$ cat config.mk
export PLATFORM = sky130hd
export DESIGN_NAME = serial_frame_rx
export DESIGN_NICKNAME = d
export VERILOG_FILES = /design/src/rtl/serial_frame_pkg.sv /design/src/rtl/serial_frame_rx_sipo_byte.sv /design/src/rtl/serial_frame_rx.sv
export SDC_FILE = /design/constraint.sdc
export NUM_CORES = 1
export LEC_CHECK = 0
export CORE_AREA = 2 2 81 59
export CTS_BUF_LIST = sky130_fd_sc_hd__clkbuf_8 sky130_fd_sc_hd__clkbuf_16
export DETAILED_ROUTE_END_ITERATION = 8
export DIE_AREA = 0 0 83 61
export PLACE_DENSITY_LB_ADDON = 0.12
export SLEW_MARGIN = 25
export SYNTH_ARGS = -nofsm -noshare
export SYNTH_HDL_FRONTEND = slang
export SYNTH_HIERARCHICAL = 1
export SYNTH_SLANG_ARGS = --single-unit
$ cat constraint.sdc
create_clock -name clk -period 2.2 [get_ports clk]
set_input_delay 0.44 -clock clk [delete_from_list [all_inputs] [get_ports clk]]
set_output_delay 0.44 -clock clk [all_outputs]
set_load 0.01 [all_outputs]
$ cat src/rtl/serial_frame_pkg.sv
// Shared types and constants for the serial frame receiver.
package serial_frame_pkg;

   typedef enum logic {
      HUNT    = 1'b0,
      PAYLOAD = 1'b1
   } state_t;

   localparam logic [7:0]  SYNC_DEFAULT   = 8'hA5;
   localparam int unsigned BYTE_CNT_MAX_W = $clog2(16);
   localparam int unsigned BIT_CNT_W      = 3;
   localparam int unsigned FILL_W         = 4;

   // Byte counter width for a given frame length, never narrower than one bit.
   function automatic int unsigned byte_cnt_w(input int unsigned n_bytes);
      return (n_bytes > 1) ? $clog2(n_bytes) : 1;
   endfunction

endpackage

$ cat src/rtl/serial_frame_rx_sipo_byte.sv
// 8-bit serial-in/parallel-out shifter; o_next_c is the byte formed with the current input bit.
module sipo_byte (
   input  logic       clk,
   input  logic       reset,
   input  logic       i_clear,
   input  logic       i_shift,
   input  logic       i_in,
   output logic [7:0] o_next_c
);

   // Only the seven most recent bits are stored; the eighth is the live input.
   logic [6:0] r_q;

   assign o_next_c = {r_q, i_in};

   always_ff @(posedge clk) begin
      if (reset || i_clear) begin
         r_q <= 7'd0;
      end else if (i_shift) begin
         r_q <= o_next_c[6:0];
      end
   end

endmodule

$ cat src/rtl/serial_frame_rx.sv
// Serial frame receiver: hunts for a sync byte, then deserializes PAYLOAD_BYTES bytes MSB first.
module serial_frame_rx
   import serial_frame_pkg::*;
#(
   parameter logic [7:0]  SYNC          = SYNC_DEFAULT,
   parameter int unsigned PAYLOAD_BYTES = 2
) (
   input  logic       clk,
   input  logic       reset,
   input  logic       in,
   output logic [7:0] data,
   output logic       data_valid,
   output logic       frame_done,
   output logic       locked,
   output logic [7:0] frame_count
);

   localparam int unsigned BYTE_W = byte_cnt_w(PAYLOAD_BYTES);
   localparam logic [BYTE_W-1:0]    LAST_BYTE  = BYTE_W'(PAYLOAD_BYTES - 1);
   localparam logic [FILL_W-1:0]    FILL_FULL  = FILL_W'(8);
   localparam logic [FILL_W-1:0]    FILL_MATCH = FILL_W'(7);
   localparam logic [BIT_CNT_W-1:0] LAST_BIT   = BIT_CNT_W'(7);

   state_t               r_state;
   state_t               w_state_next;
   logic [FILL_W-1:0]    r_fill;
   logic [BIT_CNT_W-1:0] r_bit_cnt;
   logic [BYTE_W-1:0]    r_byte_cnt;

   logic       w_win_shift;
   logic       w_win_clear;
   logic       w_pay_shift;
   logic       w_pay_clear;
   logic       w_sync_hit;
   logic       w_byte_end;
   logic       w_frame_end;
   logic [7:0] w_win_next;
   logic [7:0] w_pay_next;

   sipo_byte u_win (
      .clk      (clk),
      .reset    (reset),
      .i_clear  (w_win_clear),
      .i_shift  (w_win_shift),
      .i_in     (in),
      .o_next_c (w_win_next)
   );

   sipo_byte u_pay (
      .clk      (clk),
      .reset    (reset),
      .i_clear  (w_pay_clear),
      .i_shift  (w_pay_shift),
      .i_in     (in),
      .o_next_c (w_pay_next)
   );

   always_ff @(posedge clk) begin
      if (reset) begin
         r_state <= HUNT;
      end else begin
         r_state <= w_state_next;
      end
   end

   // Next state and per-cycle control strobes.
   always_comb begin
      w_state_next = r_state;
      w_win_shift  = 1'b0;
      w_win_clear  = 1'b0;
      w_pay_shift  = 1'b0;
      w_pay_clear  = 1'b0;
      w_sync_hit   = 1'b0;
      w_byte_end   = 1'b0;
      w_frame_end  = 1'b0;
      case (r_state)
         HUNT: begin
            w_win_shift = 1'b1;
            // Fill guard stops reset zeros from forming a false sync.
            if ((r_fill >= FILL_MATCH) && (w_win_next == SYNC)) begin
               w_sync_hit   = 1'b1;
               w_pay_clear  = 1'b1;
               w_state_next = PAYLOAD;
            end
         end
         PAYLOAD: begin
            w_pay_shift = 1'b1;
            if (r_bit_cnt == LAST_BIT) begin
               w_byte_end = 1'b1;
               if (r_byte_cnt == LAST_BYTE) begin
                  w_frame_end  = 1'b1;
                  w_win_clear  = 1'b1;
                  w_state_next = HUNT;
               end
            end
         end
         default: begin
            w_state_next = HUNT;
         end
      endcase
   end

   always_ff @(posedge clk) begin
      if (reset) begin
         r_fill      <= '0;
         r_bit_cnt   <= '0;
         r_byte_cnt  <= '0;
         data        <= 8'd0;
         data_valid  <= 1'b0;
         frame_done  <= 1'b0;
         frame_count <= 8'd0;
      end else begin
         data_valid <= w_byte_end;
         frame_done <= w_frame_end;

         if (w_byte_end) begin
            data <= w_pay_next;
         end
         if (w_frame_end) begin
            frame_count <= frame_count + 8'd1;
         end

         if (w_win_clear) begin
            r_fill <= '0;
         end else if (w_win_shift && (r_fill != FILL_FULL)) begin
            r_fill <= r_fill + FILL_W'(1);
         end

         // Bit counter wraps 7 -> 0 on its own at each byte boundary.
         if (w_sync_hit) begin
            r_bit_cnt <= '0;
         end else if (w_pay_shift) begin
            r_bit_cnt <= r_bit_cnt + BIT_CNT_W'(1);
         end

         if (w_sync_hit) begin
            r_byte_cnt <= '0;
         end else if (w_byte_end) begin
            r_byte_cnt <= r_byte_cnt + BYTE_W'(1);
         end
      end
   end

   assign locked = (r_state == PAYLOAD);

endmodule

== Yosys cells after proc, flatten, opt, wreduce, memory -nomap -nowiden ==
Index checks and enable logic that the tools add are counted.

* Flip-flop bits (word level): 41
* Latch bits: 0
* Memory bits (writable): 0
* Bits in read-only memories: 0
* Bits of input ports: 3
* Output and inout port bits: 19
* Logic and storage cells: 37
* Memories: 0

* $add $sub $neg: 4
* Multiply operators: 0
* Divide/modulo/power cells: 0
* Order comparisons: 1
* Equality and inequality tests: 3
* Shifts and indexed selects: 0
* Multiplexer cells: 12
* Bitwise logic cells: 1
* Reduce and logical (&&, ||, !) cells: 6

{| class="wikitable"
|+ Operators by type and width
! kind !! number
|-
| 2-to-1 mux 1 bit || 11
|-
| adder 8 x 1 -> 8 bit (second input constant) || 1
|-
| == test 8 bit (second input constant) || 1
|-
| adder 4 x 1 -> 4 bit (second input constant) || 1
|-
| greater-or-equal comparator 4 x 3 -> 1 bit (second input constant) || 1
|-
| != test 4 bit (second input constant) || 1
|-
| OR reduction 2 bit || 2
|-
| adder 3 x 1 -> 3 bit (second input constant) || 1
|-
| == test 3 bit (second input constant) || 1
|-
| logical AND 1 bit || 2
|-
| logical OR 1 bit || 2
|-
| case mux 1 bit (2 select lines) || 1
|-
| adder 1 bit (second input constant) || 1
|-
| inverter 1 bit || 1
|}

== Logic depth before layout (Yosys ltp) ==
Gate-level depths: netlist of the first run.

* Depth in word-level cells: 5
* Mapped depth: 7
* Depth with buffers taken out: 6

== Modules after synthesis ==
The synthesis of the first run kept the hierarchy.

{| class="wikitable"
|+ By module, submodules not included
! module !! times used !! cells each !! area each (µm²) !! seq. area each (µm²)
|-
| serial_frame_rx || 1 || 131 || 1141.1 || 540.5
|-
| sipo_byte || 2 || 25 || 260.2 || 140.1
|}

== Worst setup path before layout of the first run ==
OpenSTA, ideal clock, no wires.

* Kind: reg-to-reg
* Start point: register r_bit_cnt[0]
* End point: register frame_count[7]
* Library setup time: 0.121 ns
* Arrival: 1.441 ns
* Data required time: 2.079 ns
* Path slack: 0.638 ns
* Cell stages (with the launch flop): 6
* Buffers on the path: 0
* Clock period less this slack: 1.562 ns
* Path through: dfxtp_1 -> ha_1 -> ha_1 -> nand3_2 -> nor4_1 -> mux2_2

* Word-level cells in the longest chain between the ends: 3

{| class="wikitable"
|+ RTL lines
! item !! RTL line !! text
|-
| from (decl) || serial_frame_rx.sv:27 || <nowiki>logic [BIT_CNT_W-1:0] r_bit_cnt;</nowiki>
|-
| from (signal assigned) || serial_frame_rx.sv:133 || <nowiki>r_bit_cnt <= r_bit_cnt + BIT_CNT_W'(1);</nowiki>
|-
| == test 3 bit || serial_frame_rx.sv:88 || <nowiki>if (r_bit_cnt == LAST_BIT) begin</nowiki>
|-
| 2-to-1 mux 1 bit || serial_frame_rx.sv:88 ||
|-
| 2-to-1 mux 1 bit || serial_frame_rx.sv:76 || <nowiki>case (r_state)</nowiki>
|-
| to (signal assigned) || serial_frame_rx.sv:120 || <nowiki>frame_count <= frame_count + 8'd1;</nowiki>
|-
| to (decl) || serial_frame_rx.sv:15 || <nowiki>output logic [7:0] frame_count</nowiki>
|}

Every way passes these cells.
A chain may end at the register's enable or synchronous reset.

== Worst setup path after layout of the first run ==
* Start point: register r_state, in the netlist locked
* End point: output port locked

{| class="wikitable"
|+ RTL lines
! item !! RTL line !! text
|-
| from (decl) || serial_frame_rx.sv:24 || <nowiki>state_t r_state;</nowiki>
|-
| from (signal assigned) || serial_frame_rx.sv:62 || <nowiki>r_state <= w_state_next;</nowiki>
|-
| to (decl) || serial_frame_rx.sv:14 || <nowiki>output logic locked,</nowiki>
|}

No word-level cell between the ends.

==> results of run 1 <==
power by group:
part           leakage, µW  internal, µW  switching [µW]
Sequential        0.000331           749            6.83
Clock            0.0000626           365             246
Combinational     0.000372          17.7            23.6
per-layer routing:
metal,track usage,up-vias,routed length (µm)
met5,0,-,0
met4,0.05621,0,18
met3,0.04490,2,100
met2,0.2350,18,1478
met1,0.1745,605,1724
li1,-,661,-
synthesized netlist by cell type, drive strengths merged:
| master | number |
|---|---|
| clkbuf | 4 |
| nand4b | 1 |
| xnor2 | 3 |
| nand2 | 21 |
| nand2b | 2 |
| o31ai | 2 |
| and3b | 1 |
| or4 | 3 |
| nand3 | 4 |
| nor4 | 2 |
| dfxtp | 41 |
| nor2b | 1 |
| mux2 | 1 |
| buf | 6 |
| ha | 5 |
| nand3b | 1 |
| or2 | 2 |
| nand4bb | 2 |
| nand4 | 2 |
| and2 | 1 |
| a21oi | 19 |
| xor2 | 1 |
| or3 | 3 |
| o311ai | 1 |
| mux2i | 16 |
| inv | 7 |
| nor3 | 3 |
| o21ai | 5 |
| nor2 | 21 |
through the flow:
stage | instance area, µm² | util | std cells
6_report | 2042 | 0.4772 | 260
5_1_grt | 2042 | 0.4772 | 260
4_1_cts | 2042 | 0.4772 | 260
3_5_place_dp | 1926 | 0.4500 | 252
3_3_place_gp | 1926 | 0.4500 | 252
2_1_floorplan | 1662 | - | 181
layout make-up:
type / count / area [µm²]
Sequential cell: 41 / 820.8
Inverter: 7 / 26.28
Multi-Input combinational cell: 123 / 762.0
Clock buffer: 6 / 82.58
Fill cell: 414 / 2237
Timing Repair Buffer: 26 / 247.7
Clock inverter: 2 / 33.78
Tap cell: 55 / 68.82
flip-flops by register name, summed over array words and instances (netlist names):
signal,flops
u_win/r_q,7
r_byte_cnt,1
frame_done,1
r_bit_cnt,3
r_fill,4
u_pay/r_q,7
data_valid,1
data,8
locked,1
frame_count,8
path summary, 6_finish.rpt:
check,from,to,cells past startpoint
max,locked,locked,1
min reg2reg,data[5],data[5],2
max reg2reg,r_bit_cnt[0],frame_count[7],5
min,data[5],data[5],2
kinds of logic after synthesis:
logic type               count (synthesis)
AND/OR/NAND/NOR                         70
flip-flops                              41
AO/OA/AOI/OAI                           27
buffers and inverters                   17
multiplexers                            17
adder cells (fa/ha/maj)                  5
XOR/XNOR                                 4
==> out/summary.json, run 1 <==
{
  "outcome": {
    "outcome": "completed"
  },
  "placed_design": {
    "pre_cts_slack_ns": 0.07651,
    "io_buffers": 21,
    "place.detailed.hpwl_mm": 2.379,
    "gpl.final_weighted_congestion": 0.7271
  },
  "timing": {
    "max-slew-margin-rel": 0.6230,
    "hold-worst-slack_ns": 0.4581,
    "final_min_period_over_clock_period": 0.8511,
    "setup_viol": 0,
    "skew_ns": 0.004996,
    "tns_ns": 0,
    "finalCriticalPeriod_ns": 1.872,
    "maximum_clock_frequency_mhz": 534.1,
    "maxSlewViolCount": 0,
    "worst-slew-pin-transition_ns": 0.5604,
    "unrepaired_setup_endpoints_after_global_routing": "false",
    "final_report_hold_violation_count": 0,
    "final.setup.worst_slack_ns": 0.3277
  },
  "clocking": {
    "postCtsResizedCells": 0,
    "tritoncts_num_sinks": 41,
    "numCtsBuffers": 5,
    "h-tree-depth": 2,
    "cts_buffer_depth": 2,
    "cts.clk_slew.worst_paths_ns": 0.08,
    "library_cell_used_as_clock_root_buffer": "sky130_fd_sc_hd__clkbuf_8",
    "clk-insertion-delay-late_ns": 0.29,
    "tritoncts": "done",
    "cts.hold.buffers_added": 0,
    "post_cts_buffers": 0
  },
  "critical_path": {
    "setup.worst_path.end_class": "output pin",
    "path_cells": "clkdlybuf4s50_1",
    "cp_data_required_time_ns": 1.76,
    "crit_family": "buffers and inverters",
    "data_arrival_time_of_the_critical_path_ns": 1.43,
    "critPathKind": "flop to output pin",
    "regToRegSetupSlack_ns": 0.38,
    "startpoint_type": "flop",
    "worstPathBufferInverterCount": 1,
    "critical-path-slowest-cell": "sky130_fd_sc_hd__clkdlybuf4s50_1",
    "crit_path_max_fanout": 9,
    "max_stage_delay_ns": 0.61
  },
  "route": {
    "post_drt_via_cell_ratio": 4.946,
    "antenna_violating_nets_post_route": 0,
    "dr.pass1.iters": 4,
    "drt_drc_violations_left": 0,
    "num_vias": 1286,
    "wire_per_inst_um": 12.77,
    "routed_wl_mm": 3.321,
    "drt_iter0_markers": 91
  },
  "power_and_ir_drop": {
    "peakVddDrop_uv": 306.6,
    "powerDensity_nw_per_um2": 689.9,
    "static_leakage_uw": 0.0007657,
    "overall_power_uw": 1409
  },
  "global_routing": {
    "antenna_found_initial": 0,
    "total_global_route_track_usage": 0.1408,
    "overflow": 0,
    "number_of_global_route_vias_before_repair": 1240,
    "grt_max_degree": 16,
    "grt_first_pass_wirelength_mm": 5.589
  },
  "die": {
    "initial_core_util": 0.3883,
    "fp.dieW_um": 83,
    "die_area_um2": 5063,
    "floorplan.io_pins": 22,
    "core_box_area_um2": 4279,
    "standard_cell_row_count": 20,
    "dieHeight_um": 61
  },
  "logic_synthesis": {
    "yosys.area.top_type": "sky130_fd_sc_hd__dfxtp_1",
    "synth-xor-area-share": 0.02108,
    "synth.yosys.warnings": 6,
    "synth.distinct_cells": 32,
    "dominant_combinational_cell_family_by_area_after_synthesis": "simple AND/OR/NAND/NOR gates",
    "synth-simple-area-share": 0.2101,
    "muxShareOfSynthArea": 0.1032,
    "synth-seq-area-share": 0.4940,
    "complex_gate_fraction_of_the_synthesized_area": 0.08660,
    "syn-mean-instance-area_um2": 9.180,
    "postSynthRegisterBits": 41,
    "synth_fa_ha_area_frac": 0.03765,
    "mappedNetlistArea_um2": 1662,
    "syn_inst": 181,
    "synth_nets": 189,
    "synth_top_area_frac": 0.4940,
    "synth.top_cells.by_area": "sky130_fd_sc_hd__dfxtp_1, sky130_fd_sc_hd__mux2i_1, sky130_fd_sc_hd__a21oi_1, sky130_fd_sc_hd__nand2_1, sky130_fd_sc_hd__nor2_1"
  },
  "flow_run": {
    "cap_violations": 0
  },
  "hold_path": {
    "min_delay_path_class": "flop to flop"
  },
  "cells_and_area": {
    "most-common-layout-cells": "sky130_fd_sc_hd__dfxtp_1, sky130_fd_sc_hd__nor2_1, sky130_fd_sc_hd__nand2_1, sky130_fd_sc_hd__clkdlybuf4s50_1, sky130_fd_sc_hd__a21oi_1",
    "layout.cells.most_common": "sky130_fd_sc_hd__dfxtp_1",
    "area_growth_syn_to_layout_pct": 22.89,
    "number_of_inserted_diodes": 0,
    "final_layout_size_suffix_gt1_frac": 0.06829,
    "layout.nets": 212
  }
}
(Power assumes the default switching activity.)
==> inputs of run 2 (changes only) <==
--- a/config.mk
+++ b/config.mk
@@ -15,3 +15,4 @@
 export SYNTH_HDL_FRONTEND = slang
 export SYNTH_HIERARCHICAL = 1
 export SYNTH_SLANG_ARGS = --single-unit
+export TNS_END_PERCENT = 30
==> results of run 2 <==
Final layout, timing and power as in run 1 (identical DEF).
